--- config.mk ---
export PLATFORM = sky130hd
export DESIGN_NAME = uart_rx_fifo
export DESIGN_NICKNAME = d
export VERILOG_FILES = /design/src/rtl/uart_pkg.sv /design/src/rtl/uart_baud_gen.sv /design/src/rtl/uart_rx_fifo.sv
export SDC_FILE = /design/constraint.sdc
export NUM_CORES = 1
export LEC_CHECK = 0
export CAP_MARGIN = 20
export CORE_ASPECT_RATIO = 0.7
export CORE_MARGIN = 1.5
export CORE_UTILIZATION = 50
export CTS_CLUSTER_SIZE = 14
export DETAILED_ROUTE_END_ITERATION = 8
export PLACE_DENSITY_LB_ADDON = 0.12
export SLEW_MARGIN = 10
export SYNTH_ARGS = -nofsm -noshare
export SYNTH_HDL_FRONTEND = slang
export SYNTH_HIERARCHICAL = 1
export SYNTH_SLANG_ARGS = --single-unit
export TNS_END_PERCENT = 50
--- constraint.sdc ---
create_clock -name clk -period 3.9 [get_ports clk]
set_clock_uncertainty 0.2 [all_clocks]
set_input_delay 0.78 -clock clk [delete_from_list [all_inputs] [get_ports clk]]
set_output_delay 0.78 -clock clk [all_outputs]
set_load 0.02 [all_outputs]
--- src/rtl/uart_pkg.sv ---
// Shared UART definitions: receiver state encoding and default frame/baud constants.
package uart_pkg;

    localparam int DBIT_DEF     = 8;
    localparam int SB_TICK_DEF  = 16;
    localparam int BAUD_DIV_DEF = 163;
    localparam int FIFO_W_DEF   = 2;

    typedef enum logic [2:0] {
        ST_IDLE,
        ST_START,
        ST_DATA,
        ST_PARITY,
        ST_STOP
    } rx_state_e;

endpackage

--- src/rtl/uart_baud_gen.sv ---
// Oversampling tick generator: one-clk tick every BAUD_DIV clocks, free-running from reset release.
module uart_baud_gen
    import uart_pkg::*;
#(
    parameter int BAUD_DIV = BAUD_DIV_DEF
) (
    input  logic clk,
    input  logic reset,
    output logic tick
);

    localparam int CW = (BAUD_DIV > 1) ? $clog2(BAUD_DIV) : 1;

    logic [CW-1:0] cnt_q, cnt_d;

    // Down-counter: terminal count 0 fires the tick and reloads.
    always_comb begin
        tick  = (cnt_q == '0);
        cnt_d = tick ? CW'(BAUD_DIV - 1) : cnt_q - CW'(1);
    end

    always_ff @(posedge clk or negedge reset) begin
        if (!reset) cnt_q <= '0;
        else        cnt_q <= cnt_d;
    end

endmodule

--- src/rtl/uart_rx_fifo.sv ---
// UART receiver (16x oversampled, LSB first) feeding a first-word fall-through byte FIFO.
// Define UART_RX_PARITY_EN for an even-parity bit after the data bits and a parity_err output.
//
//   state     | meaning
//   ST_IDLE   | line idle, waiting for a low start bit
//   ST_START  | confirming start bit at its midpoint (s=7)
//   ST_DATA   | sampling DBIT data bits every 16 ticks
//   ST_PARITY | sampling the parity bit (parity build only)
//   ST_STOP   | sampling stop bit, then push or flag frame error
module uart_rx_fifo
    import uart_pkg::*;
#(
    parameter int DBIT     = DBIT_DEF,
    parameter int SB_TICK  = SB_TICK_DEF,
    parameter int BAUD_DIV = BAUD_DIV_DEF,
    parameter int FIFO_W   = FIFO_W_DEF
) (
    input  logic            clk,
    input  logic            reset,
    input  logic            rx,
    input  logic            rd_uart,
    output logic [DBIT-1:0] r_data,
    output logic            rx_empty,
    output logic            rx_full,
    output logic            frame_err,
`ifdef UART_RX_PARITY_EN
    output logic            parity_err,
`endif
    output logic            overrun
);

    localparam int DEPTH = 2 ** FIFO_W;
    localparam int NW    = (DBIT > 1) ? $clog2(DBIT) : 1;
    localparam logic [FIFO_W:0] FULL_CNT = (FIFO_W + 1)'(DEPTH);
    localparam logic [FIFO_W:0] CNT_ONE  = (FIFO_W + 1)'(1);

    logic tick;

    uart_baud_gen #(.BAUD_DIV(BAUD_DIV)) u_baud_gen (
        .clk   (clk),
        .reset (reset),
        .tick  (tick)
    );

    logic sync1_q, sync2_q;
    logic rx_s;

    always_ff @(posedge clk or negedge reset) begin
        if (!reset) begin
            sync1_q <= 1'b1;
            sync2_q <= 1'b1;
        end else begin
            sync1_q <= rx;
            sync2_q <= sync1_q;
        end
    end

    assign rx_s = sync2_q;

    rx_state_e       state_q, state_d;
    logic [3:0]      s_q, s_d;
    logic [NW-1:0]   n_q, n_d;
    logic [DBIT-1:0] b_q, b_d;
    logic            ferr_q, ferr_d;
    logic            push;
`ifdef UART_RX_PARITY_EN
    logic            p_q, p_d;
    logic            perr_q, perr_d;
    logic            perr;
`endif

    always_comb begin
        state_d = state_q;
        s_d     = s_q;
        n_d     = n_q;
        b_d     = b_q;
        ferr_d  = 1'b0;
        push    = 1'b0;
`ifdef UART_RX_PARITY_EN
        p_d     = p_q;
        perr_d  = 1'b0;
        perr    = ^{b_q, p_q};
`endif
        if (tick) begin
            case (state_q)
                ST_IDLE: begin
                    if (!rx_s) begin
                        state_d = ST_START;
                        s_d     = '0;
                    end
                end
                ST_START: begin
                    if (s_q == 4'd7) begin
                        if (!rx_s) begin
                            state_d = ST_DATA;
                            s_d     = '0;
                            n_d     = '0;
                        end else begin
                            state_d = ST_IDLE;
                        end
                    end else begin
                        s_d = s_q + 4'd1;
                    end
                end
                ST_DATA: begin
                    if (s_q == 4'd15) begin
                        s_d = '0;
                        b_d = {rx_s, b_q[DBIT-1:1]};
                        if (n_q == NW'(DBIT - 1)) begin
`ifdef UART_RX_PARITY_EN
                            state_d = ST_PARITY;
`else
                            state_d = ST_STOP;
`endif
                        end else begin
                            n_d = n_q + NW'(1);
                        end
                    end else begin
                        s_d = s_q + 4'd1;
                    end
                end
                ST_PARITY: begin
`ifdef UART_RX_PARITY_EN
                    if (s_q == 4'd15) begin
                        s_d     = '0;
                        p_d     = rx_s;
                        state_d = ST_STOP;
                    end else begin
                        s_d = s_q + 4'd1;
                    end
`else
                    state_d = ST_IDLE;
`endif
                end
                ST_STOP: begin
                    if (s_q == 4'(SB_TICK - 1)) begin
                        state_d = ST_IDLE;
                        ferr_d  = ~rx_s;
`ifdef UART_RX_PARITY_EN
                        perr_d  = perr;
                        push    = rx_s & ~perr;
`else
                        push    = rx_s;
`endif
                    end else begin
                        s_d = s_q + 4'd1;
                    end
                end
                default: state_d = ST_IDLE;
            endcase
        end
    end

    always_ff @(posedge clk or negedge reset) begin
        if (!reset) begin
            state_q <= ST_IDLE;
            s_q     <= '0;
            n_q     <= '0;
            b_q     <= '0;
            ferr_q  <= 1'b0;
`ifdef UART_RX_PARITY_EN
            p_q     <= 1'b0;
            perr_q  <= 1'b0;
`endif
        end else begin
            state_q <= state_d;
            s_q     <= s_d;
            n_q     <= n_d;
            b_q     <= b_d;
            ferr_q  <= ferr_d;
`ifdef UART_RX_PARITY_EN
            p_q     <= p_d;
            perr_q  <= perr_d;
`endif
        end
    end

    logic [DBIT-1:0]   mem_q [DEPTH];
    logic [DBIT-1:0]   mem_d [DEPTH];
    logic [FIFO_W-1:0] wr_ptr_q, wr_ptr_d;
    logic [FIFO_W-1:0] rd_ptr_q, rd_ptr_d;
    logic [FIFO_W:0]   cnt_q, cnt_d;
    logic              overrun_q, overrun_d;
    logic              empty, full, pop, wr_en;

    // A pop in the same cycle frees the slot, so a push while full still lands.
    always_comb begin
        empty     = (cnt_q == '0);
        full      = (cnt_q == FULL_CNT);
        pop       = rd_uart & ~empty;
        wr_en     = push & (~full | pop);
        mem_d     = mem_q;
        if (wr_en) mem_d[wr_ptr_q] = b_q;
        wr_ptr_d  = wr_ptr_q + FIFO_W'(wr_en);
        rd_ptr_d  = rd_ptr_q + FIFO_W'(pop);
        case ({wr_en, pop})
            2'b10:   cnt_d = cnt_q + CNT_ONE;
            2'b01:   cnt_d = cnt_q - CNT_ONE;
            default: cnt_d = cnt_q;
        endcase
        overrun_d = overrun_q | (push & full & ~pop);
    end

    always_ff @(posedge clk or negedge reset) begin
        if (!reset) begin
            mem_q     <= '{default: '0};
            wr_ptr_q  <= '0;
            rd_ptr_q  <= '0;
            cnt_q     <= '0;
            overrun_q <= 1'b0;
        end else begin
            mem_q     <= mem_d;
            wr_ptr_q  <= wr_ptr_d;
            rd_ptr_q  <= rd_ptr_d;
            cnt_q     <= cnt_d;
            overrun_q <= overrun_d;
        end
    end

    assign r_data    = empty ? '0 : mem_q[rd_ptr_q];
    assign rx_empty  = empty;
    assign rx_full   = full;
    assign frame_err = ferr_q;
    assign overrun   = overrun_q;
`ifdef UART_RX_PARITY_EN
    assign parity_err = perr_q;
`endif

endmodule

==> out/metrics.yaml, run 1 <==
crit_required_ps: 3920
post-route-cell-area_um2: 3835
worstMarginPinSlew_ps: 825.7
first_pass_iters: 5
cap_violations: 0
regToRegEndpoint: "cnt_q[2]$_DFFE_PN0P_"
root_buffer: "clkbuf_8"
avgViaCountPerCell: 5.476
hold_path.class: "flop to flop"
power_per_cell_area_nw_per_um2: 411.4
syn_nets: 269
initial_core_util: 0.5284
synth_area_um2: 3348
cts-resized-gates: 0
path_buf_inv: 2
grt_max_degree: 37
synth.top_cells.by_area: "dfrtp_1, mux2_2, mux4_2, ha_1, nor2b_1"
clock_sinks: 69
wl_per_cell_um: 16.44
cts_buffer_depth: 2
ant_nets: 0
slowest_delay_ps: 550
yosys.area.top_type_share: 0.5007
numPortBuffers: 15
post_cts_buffers: 0
tns_ps: 0
grt_pass1_vias: 2106
dp_hpwl_mm: 4.222
placed_area_um2: 3636
path_clk_slew_ps: 80
seq_area_um2: 1729
cts_hold_buf: 0
cts_tree: "yes"
fp.dieW_um: 100.8
relSlewSlack: 0.4495
yosys.area.top_type: "dfrtp_1"
outcome: "complete, no violations"
whs_endpoint: "rx_s$_DFF_PN1_"
syn2layout_area_growth_pct: 14.54
synth-main-ff-cell: "dfrtp_1"
ys.warnings.count: 6
ioPinCount: 16
worstSkewPairLatency_ps: 340
setup_violations: 0
path_cells: "inv_1 -> ha_1 -> or3b_4 -> and2b_1 -> nand4_1 -> or4b_4 -> ha_1 -> inv_1 -> fa_1 -> xor2_1 -> nor2_1 -> xor2_1"
hold_path_depth: 0
groute.usage.overall: 0.1979
ys_async_sr_fraction: 1.000
setup_ws_ps: 538.8
critPathMaxFanout: 9
row_count: 24
ys_ff_latch: 69
multi_input_area_um2: 1519
r2r-start: "u_baud_gen/cnt_q[0]$_DFF_PN0_"
finalCritPeriodShare: 0.8618
seq_area_frac_synth: 0.5164
grt_overflow: 0
place_worst_setup_slack_ps: 558.6
yosys.cell_types.count: 51
place.gp.congestion: 0.8334
leakage_nw: 1.791
critPathKind: "flop to flop"
final_nets: 292
drtIter0Drc: 108
vdd_drop_max_v: 0.0002087
crit_arrival_ps: 3380
avgSynthCellArea_um2: 13.03
die_area_um2: 7204
slowest_stage: "or4b_4"
vias: 2059
htree_num_levels: 3
max_freq_ghz: 0.2975
reg2reg_slack_ps: 540
fill_cells: 527
drc_errors: 0
crit_family: "simple AND/OR/NAND/NOR gates"
core_um2: 6336
slew_violations: 0
antenna-diode-count: 0
grt_antenna_before_repair: 0
routed_wl_mm: 6.181
end_kind: "flop"
reg2reg_depth: 12
cts_made_buffers: 9
synth_edf_count: 0
syn_inst: 257
cp-start-kind: "flop"
grt_pass1_wl_mm: 10.71
rsz0062_at_grt: "no"
drive_above_1_share: 0.3193
die_h_um: 71.47
hold_violations: 0
finalCriticalPeriod_ps: 3361
hold_start: "sync1_q$_DFF_PN1_"
cells in the mapped netlist, types with 3 or more instances:
| master | number |
|---|---|
| inv_1 | 15 |
| mux2_2 | 43 |
| ha_1 | 7 |
| mux4_2 | 8 |
| nand2_1 | 5 |
| mux2i_1 | 5 |
| dfrtp_1 | 67 |
| nor2_1 | 14 |
| clkbuf_1 | 9 |
| xor2_1 | 4 |
| nor3_1 | 7 |
| a21o_1 | 4 |
| nor4_2 | 4 |
| nor2b_1 | 10 |
| xnor2_1 | 5 |
| a211oi_1 | 3 |
per-layer routing:
layer / share of wire / GRT usage / wire [um] / vias to the layer above
li1: - / - / - / 980
met1: 0.52 / 0.3018 / 3208 / 1030
met2: 0.43 / 0.2740 / 2639 / 42
met3: 0.042 / 0.05561 / 261 / 7
met4: 0.012 / 0.06260 / 72 / 0
met5: 0 / 0 / 0 / -
per-stage QoR:
stage / total power [W] / std cells / util / hold slack (ps)
global placement: 0.001014 / 360 / 0.5739 / 145.3
finish: 0.001578 / 376 / 0.6053 / 154.7
detailed placement: 0.001022 / 360 / 0.5739 / 152.8
CTS: 0.001610 / 376 / 0.6053 / 163.1
global route: 0.001665 / 376 / 0.6053 / 162.8
floorplan: 0.0009361 / 257 / - / 145.2
worst max path at each step:
stage                      endpoint                           from  depth (start not counted)
2_1_floorplan  cnt_q[2]$_DFFE_PN0P_  u_baud_gen/cnt_q[0]$_DFF_PN0_                         13
3_3_place_gp   cnt_q[2]$_DFFE_PN0P_  u_baud_gen/cnt_q[0]$_DFF_PN0_                         12
3_5_place_dp   cnt_q[2]$_DFFE_PN0P_  u_baud_gen/cnt_q[0]$_DFF_PN0_                         12
4_1_cts        cnt_q[2]$_DFFE_PN0P_  u_baud_gen/cnt_q[0]$_DFF_PN0_                         12
5_1_grt        cnt_q[2]$_DFFE_PN0P_  u_baud_gen/cnt_q[0]$_DFF_PN0_                         12
6_report       cnt_q[2]$_DFFE_PN0P_  u_baud_gen/cnt_q[0]$_DFF_PN0_                         12
kinds of logic after synthesis:
logic type	Yosys count	share of synthesized area
adders and majority gates	8	0.03214
DFF	69	0.5164
AOI/OAI and AO/OA	26	0.06054
and+or+nand+nor	61	0.1173
buffers and inverters	26	0.02989
xor gates and xnor gates	9	0.02354
muxes	58	0.2201
cells in the final DEF (no fill, tap or decap), drive strengths merged, types with 3 or more instances in the layout:
cell           instances
a211oi                 3
nor2b                 10
clkbuf                10
nor2                  14
clkinv                 3
or3b                   3
mux4                   8
nor4                   4
buf                    9
xor2                   4
a21o                   4
mux2                  45
mux2i                  5
nor3                   9
dfrtp                 67
clkdlybuf4s50         14
nand2                  5
xnor2                  5
or4b                   3
ha                     7
inv                   16
final cells by class:
class	instances	area share
Sequential cell	69	0.4509
Multi-Input combinational cell	162	0.3961
Timing Repair Buffer	23	0.05677
Clock buffer	10	0.03589
Tap cell	91	0.02969
Clock inverter	6	0.01599
Inverter	15	0.01468
where the power goes:
part,leakage (nW),total (W),internal [W],switching [W]
registers,0.921,0.000815,0.000745,0.0000704
clock network,0.102,0.000578,0.000311,0.000266
logic,0.767,0.000185,0.0000971,0.0000874
total,1.79,0.00158,0.00115,0.000424
sequential cells by signal (all words and copies together), names as in the netlist, 2 cells and up:
| name | cells |
|---|---|
| n_q | 3 |
| b_q | 8 |
| cnt_q | 3 |
| s_q | 4 |
| mem_q | 32 |
| state_q | 3 |
| rd_ptr_q | 2 |
| wr_ptr_q | 2 |
| u_baud_gen/cnt_q | 8 |
Power figures use the tool's default switching activity.
==> run 2: changes to the inputs <==
--- a/config.mk
+++ b/config.mk
@@ -6,9 +6,9 @@
 export NUM_CORES = 1
 export LEC_CHECK = 0
 export CAP_MARGIN = 20
-export CORE_ASPECT_RATIO = 0.7
+export CORE_ASPECT_RATIO = 0.75
 export CORE_MARGIN = 1.5
-export CORE_UTILIZATION = 50
+export CORE_UTILIZATION = 40
 export CTS_CLUSTER_SIZE = 14
 export DETAILED_ROUTE_END_ITERATION = 8
 export PLACE_DENSITY_LB_ADDON = 0.12
==> run 2 against run 1 <==
Sequential share of layout area is 0.059 points higher; clock-buffer cell count is 2 higher; combinational power hardly changed; largest cell class unchanged; largest power group unchanged; highest routed layer unchanged.
==> out/metrics.yaml, run 2 (synthesized netlist as in run 1, its figures left out) <==
root_buffer: "clkbuf_8"
slew_violations: 0  # unchanged
grt_antenna_before_repair: 0  # unchanged
grt_overflow: 0  # unchanged
worstMarginPinSlew_ps: 704.3  # -121.5 ps
cap_violations: 0  # unchanged
htree_num_levels: 3  # unchanged
core_um2: 7988  # +26%
grt_pass1_vias: 1983  # -5.8%
rsz0062_at_grt: "no"
groute.usage.overall: 0.1574  # -0.04046
grt_max_degree: 41  # +11%
max_freq_ghz: 0.3024  # +1.6%
drive_above_1_share: 0.3147  # -0.004613
outcome: "complete, no violations"
dp_hpwl_mm: 4.140  # -1.9%
post_cts_buffers: 0  # unchanged
reg2reg_slack_ps: 680  # +140 ps
cts_hold_buf: 0  # unchanged
worstSkewPairLatency_ps: 340  # about the same
largest_reg_flops: 32  # unchanged
grt_pass1_wl_mm: 10.34  # -3.4%
initial_core_util: 0.4192  # -0.1093
critPathMaxFanout: 9  # unchanged
final_nets: 293  # +0.34%
cts-resized-gates: 0  # unchanged
cts_tree: "yes"
final_common_cell: "dfrtp_1"
routed_wl_mm: 6.137  # -0.71%
fp.dieW_um: 108.6  # +7.8%
antenna-diode-count: 0  # unchanged
critPathKind: "flop to output pin"
hold_path.class: "flop to flop"
die_area_um2: 8934  # +24%
finalCritPeriodShare: 0.8479  # -0.01391
drtIter0Drc: 95  # -12%
die_h_um: 82.24  # +15%
layout_common_cells: "dfrtp_1, mux2_2, inv_1"
path_clk_slew_ps: 70  # about the same
avgViaCountPerCell: 5.220  # -4.7%
vdd_drop_max_v: 0.0001765  # -15%
ioPinCount: 16  # unchanged
first_pass_iters: 4  # -1
place.gp.congestion: 0.7596  # -8.9%
drc_errors: 0  # unchanged
end_kind: "output pin"
cp-start-kind: "flop"
cts_buffer_depth: 2  # unchanged
power_per_cell_area_nw_per_um2: 394.9  # -4.0%
crit_required_ps: 2920  # -1000 ps
hold_violations: 0  # unchanged
wl_per_cell_um: 15.70  # -4.5%
top_regs: "mem_q: 32 flops, b_q: 8 flops, u_baud_gen/cnt_q: 8 flops"
crit_arrival_ps: 2330  # -1050 ps
syn2layout_area_growth_pct: 14.39
row_count: 28  # +17%
top_register: "mem_q"
relSlewSlack: 0.5305  # +0.08097
ant_nets: 0  # unchanged
numPortBuffers: 15  # unchanged
cts_made_buffers: 9  # unchanged
setup_violations: 0  # unchanged
post-route-util: 0.4795  # -0.1258
leakage_nw: 1.784  # -0.38%
finalCriticalPeriod_ps: 3307  # -54.27 ps
vias: 2041  # -0.87%
tns_ps: 0  # unchanged
clock_sinks: 69  # unchanged
-- run 2: power by group --
group          switching, W  leakage (nW)  internal, W
registers         0.0000727         0.921     0.000745
logic             0.0000883         0.773    0.0000978
clock network      0.000262        0.0901     0.000247
-- run 2: per-layer routing --
layer  global-route usage  vias up  wire length [um]
met5                    0        -                 0
met4              0.06711        0                93
met3              0.04082       11               153
met2               0.2233       20              2563
met1               0.2274     1029              3325
li1                     -      981                 -
-- run 2: layout make-up --
cell class	instances	area (um^2)
clock inverters	4	23.77
inverters	15	56.30
repair buffers	24	225.2
flip-flops and latches	69	1729
well taps	105	131.4
multi-input cells	162	1519
fillers	724	4158
clock buffers	12	145.1
-- run 2: critical path, stage by stage, from the launching register on --
cell and delay [ps]:
dfrtp_1 720, mux4_2 570, nor2b_1 150, clkdlybuf4s50_1 540
-- run 2: path summary, 6_finish.rpt --
path | startpoint | endpoint | cells past startpoint
min in group asynchronous | reset | frame_err$_DFF_PN0_ | 1
max in group asynchronous | reset | mem_q[15]$_DFFE_PN0P_ | 2
min reg2reg | sync1_q$_DFF_PN1_ | rx_s$_DFF_PN1_ | 0
max reg2reg | u_baud_gen/cnt_q[0]$_DFF_PN0_ | cnt_q[2]$_DFFE_PN0P_ | 12
min | sync1_q$_DFF_PN1_ | rx_s$_DFF_PN1_ | 0
max | rd_ptr_q[0]$_DFF_PN0_ | r_data[7] | 3
-- run 2: through the flow --
step / area (um^2) / hold slack [ps] / instances / setup slack, ps / power (W)
final: 3830 / 157.5 / 391 / 593.1 / 0.001513
after global routing: 3830 / 161.9 / 391 / 424.0 / 0.001604
after CTS: 3830 / 159.1 / 391 / 528.1 / 0.001541
after detailed placement: 3661 / 148.4 / 375 / 681.5 / 0.001024
after global placement: 3661 / 149.2 / 375 / 733.7 / 0.001020
after floorplan: 3348 / 145.2 / 257 / 486.1 / 0.0009361
